File: src/rtl/bin_to_bcd_seq.sv
// Sequential binary-to-BCD converter (double-dabble, one bit per clock).
// Define BCD_AUTO_EN to self-trigger whenever bin differs from the last converted value.
module bin_to_bcd_seq #(
  parameter int WIDTH  = 8,
  parameter int DIGITS = 3
) (
  input  logic                  clk,
  input  logic                  reset,
  input  logic                  start,
  input  logic [WIDTH-1:0]      bin,
  output logic                  busy,
  output logic                  done,
  output logic [4*DIGITS-1:0]   bcd
);

  localparam int CW = $clog2(WIDTH + 1);
  localparam int TW = 4 * DIGITS + WIDTH;

  typedef enum logic [1:0] {
    S_IDLE  = 2'd0,
    S_SHIFT = 2'd1,
    S_DONE  = 2'd2
  } state_t;

  state_t                state;
  logic [WIDTH-1:0]      bin_sh;
  logic [4*DIGITS-1:0]   digits;
  logic [CW-1:0]         cnt;
  logic [TW-1:0]         step;
  logic                  go;

  // One double-dabble iteration: correct digits >= 5, then shift {digits, binary} left.
  function automatic logic [TW-1:0] dabble_step(input logic [4*DIGITS-1:0] d,
                                                input logic [WIDTH-1:0]    b);
    logic [4*DIGITS-1:0] adj;
    adj = d;
    for (int i = 0; i < DIGITS; i++) begin
      if (d[4*i +: 4] >= 4'd5) begin
        adj[4*i +: 4] = d[4*i +: 4] + 4'd3;
      end else begin
        adj[4*i +: 4] = d[4*i +: 4];
      end
    end
    return {adj, b} << 1;
  endfunction

  assign step = dabble_step(digits, bin_sh);

`ifdef BCD_AUTO_EN
  logic [WIDTH-1:0] last_bin;
  assign go = (bin != last_bin);
`else
  assign go = start;
`endif

  // Conversion FSM with registered busy/done/bcd.
  always_ff @(posedge clk or posedge reset) begin
    if (reset) begin
      state    <= S_IDLE;
      bin_sh   <= {WIDTH{1'b0}};
      digits   <= {(4*DIGITS){1'b0}};
      cnt      <= {CW{1'b0}};
      busy     <= 1'b0;
      done     <= 1'b0;
      bcd      <= {(4*DIGITS){1'b0}};
`ifdef BCD_AUTO_EN
      last_bin <= {WIDTH{1'b0}};
`endif
    end else begin
      case (state)
        S_IDLE: begin
          done <= 1'b0;
          if (go) begin
            bin_sh   <= bin;
            digits   <= {(4*DIGITS){1'b0}};
            cnt      <= CW'(WIDTH);
            busy     <= 1'b1;
            state    <= S_SHIFT;
`ifdef BCD_AUTO_EN
            last_bin <= bin;
`endif
          end else begin
            state <= S_IDLE;
          end
        end
        S_SHIFT: begin
          {digits, bin_sh} <= step;
          cnt              <= cnt - CW'(1);
          // Final shift: publish the result as we enter DONE so bcd never shows partials.
          if (cnt == CW'(1)) begin
            busy  <= 1'b0;
            done  <= 1'b1;
            bcd   <= step[TW-1:WIDTH];
            state <= S_DONE;
          end else begin
            state <= S_SHIFT;
          end
        end
        S_DONE: begin
          done  <= 1'b0;
          state <= S_IDLE;
        end
        default: begin
          busy  <= 1'b0;
          done  <= 1'b0;
          state <= S_IDLE;
        end
      endcase
    end
  end

endmodule

File: config.mk
export PLATFORM = sky130hd
export DESIGN_NAME = bin_to_bcd_seq
export DESIGN_NICKNAME = d
export VERILOG_FILES = /design/src/rtl/bin_to_bcd_seq.sv
export SDC_FILE = /design/constraint.sdc
export NUM_CORES = 1
export LEC_CHECK = 0
export ABC_AREA = 1
export CAP_MARGIN = 10
export CORE_ASPECT_RATIO = 1.75
export CORE_MARGIN = 1
export CORE_UTILIZATION = 55
export CTS_BUF_LIST = sky130_fd_sc_hd__clkbuf_2
export DETAILED_ROUTE_END_ITERATION = 12
export PLACE_DENSITY = 0.83
export SYNTH_ARGS = -nofsm -noshare
export SYNTH_HDL_FRONTEND = slang
export SYNTH_SLANG_ARGS = --single-unit
File: constraint.sdc
create_clock -name clk -period 1.8 [get_ports clk]
set_input_delay 0.18 -clock clk [delete_from_list [all_inputs] [get_ports clk]]
set_output_delay 0.18 -clock clk [all_outputs]
set_load 0.02 [all_outputs]
==> run metrics <==
Post-synth ARST share 100%; ant diodes 0; die height 80.2 um; area grow syn2layout 17.6%; Tot Pwr 4.07 mW; Post-synth EDFFs 0; Initial Utilization 57.1%; Clock Latency Late Sink 0.40 ns; Worst VDD drop 0.00132 V; crit end category output pin; DR WL/cell 12.5 um; placement-stage cell area 2200 um2; Tightest Pin Transition 0.475 ns; DRT iter0 DRCs 38; Total GRT Usage 23.6%; sequential group share of total power 38.5%; Clk Tree Root Cell clkbuf_2; Synth Instances 230; register area share after synthesis 52.1%; Startpoint Class flop; Comb power frac 48.8%; Pint 2.29 mW; area share of the largest cell type after synthesis 52.1%; CP required 1.62 ns; post-CTS resize count 0; DRC viols 0; RSZ-0062 raised after global routing no; Synth area leader dfrtp_1; Tcrit/Tclk final 89.1%; #FFs+latches synth 40; number of global-route vias before repair 1554; Power Density 1800 nW/um2; CP Class reg2out; clock skew 0.0207 ns; clock tree sinks 40; Slew headroom 68.3%; max-slew violations 0; slowest stage delay, CP 0.62 ns; htree depth 2; Worst path slowest cell clkdlybuf4s50_1; Worst Path Arrival 1.42 ns; Hold Path Class in2async; clock network power share 12.6%; Area contributors post-synth dfrtp_1 (52%), nand2_1 (15%), nand3_1 (6.5%); Post-CTS Setup Bufs 0; Std-Cell Core Area 3360 um2; Critical Path, Cell by Cell clkdlybuf4s50_1; post-route cell area 2260 um2; synthesized cell area 1920 um2; CTS clk-pin slew, worst paths 0.20 ns; WL final 3.80 mm; # IOs 25; die span in x 46.7 um; Net Count, Synth 249; clock buffer depth 2; first-pass GRT wire length 6.44 mm; max frequency 0.624 GHz; end-of-flow core utilization 67.2%; 1st-pass router iterations 4; initial antenna violation count 0; CTS Buf Count 5; count leader, synth nand2_1; warnings from Yosys 0; Avg Vias per Cell 5.35; via count 1625; fin crit period 1.60 ns; syn_area_per_cell 8.36 um2; Rows 28; CTS tree done; Final Hold Fails 0; Final GP Congestion 0.815; port bufs 24; Critical Path Fanout Max 2; Buf/Inv on CP 1; sw power 1.78 mW; Unique masters post-synth 22; sw frac 43.7%; Post-Route Setup TNS 0 ns; layout cells sized above 1 6.56%; Leak Pwr 1.14 nW; DP Cell Count 296; final setup violating endpoints 0; Synth Flop Type dfrtp_1; total die area 3740 um2; status finished, final reports clean; synth cell count leaders nand2_1 (78), dfrtp_1 (40), nand3_1 (25), inv_1 (19), o21ai_0 (17); Non-Filler Instances 304; GRT Residual Overflow 0; DRT antenna net count 0; max cap viols 0; Top delay family on crit path buffers and inverters; final-stage net count 277; pin count of the biggest net entering global routing 41; hpwl dp 2.75 mm; number of hold buffers added after cts 0
metrics by stage:
| step | hold WS [ns] | setup WS [ns] |
|---|---|---|
| after floorplan | 0.338 | 0.572 |
| after global routing | 0.212 | 0.117 |
| after global placement | 0.463 | 0.467 |
| final | 0.178 | 0.197 |
| after detailed placement | 0.463 | 0.414 |
| after CTS | 0.185 | 0.160 |
per-layer routing:
layer / up-vias / track usage (%) / routed length (um)
met5: - / 0 / 0
met4: 0 / 9.14 / 65
met3: 9 / 4.94 / 111
met2: 36 / 42.6 / 2110
met1: 771 / 25.0 / 1510
li1: 809 / - / -
cells in the final DEF, fill, tap and decap left out, drive strengths merged:
cell	n
o22ai	5
a21oi	6
a22oi	1
nand3	25
nor2	9
inv	23
bufinv	1
clkbuf	5
or2	1
xnor2	1
o21ai	19
ha	8
dfrtp	40
nor3	1
nand2	79
nand4	6
buf	3
clkdlybuf4s50	24
clkinv	2
path summary, 6_finish.rpt:
| check | from | to | slack (ns) | depth (start not counted) |
|---|---|---|---|---|
| setup / recovery | bcd[3] | bcd[3] | 0.20 | 1 |
| hold / removal | reset | bin_sh[4] | 0.18 | 3 |
| setup reg to reg | digits[4] | digits[6] | 0.39 | 8 |
| hold reg to reg | bcd[11] | bcd[11] | 0.50 | 2 |
| max in group asynchronous | reset | cnt[3] | 1.28 | 3 |
| min in group clk | bin[0] | bin_sh[0] | 0.34 | 3 |
flip-flops by register name, summed over array words and instances, names as in the netlist:
register,flops
bcd,12
digits,12
bin_sh,8
cnt,4
state,2
busy,1
done,1
kinds of logic after synthesis:
kind of cell | Yosys count | share of synthesized area (%)
AND/OR/NAND/NOR | 121 | 26.8
flip-flops | 40 | 52.1
AO/OA/AOI/OAI | 31 | 8.72
buffers and inverters | 29 | 6.77
adder cells (fa/ha/maj) | 8 | 5.21
XOR/XNOR | 1 | 0.456
power groups by stage:
stage          Clock (mW)  Combinational [mW]  Sequential [mW]
5_1_grt             0.554                2.28             1.62
4_1_cts             0.530                2.01             1.57
3_5_place_dp            0                2.00             1.59
3_3_place_gp            0                1.93             1.58
2_1_floorplan           0                1.31             1.68
6_report            0.514                1.99             1.57
layout make-up:
cell class	instances	area, um2
Clock buffer	5	25.0
Clock inverter	3	37.5
Fill cell	302	1100
Inverter	23	86.3
Multi-Input combinational cell	161	791
Sequential cell	40	1000
Tap cell	45	56.3
Timing Repair Buffer	27	263
Power figures use the tool's default switching activity.
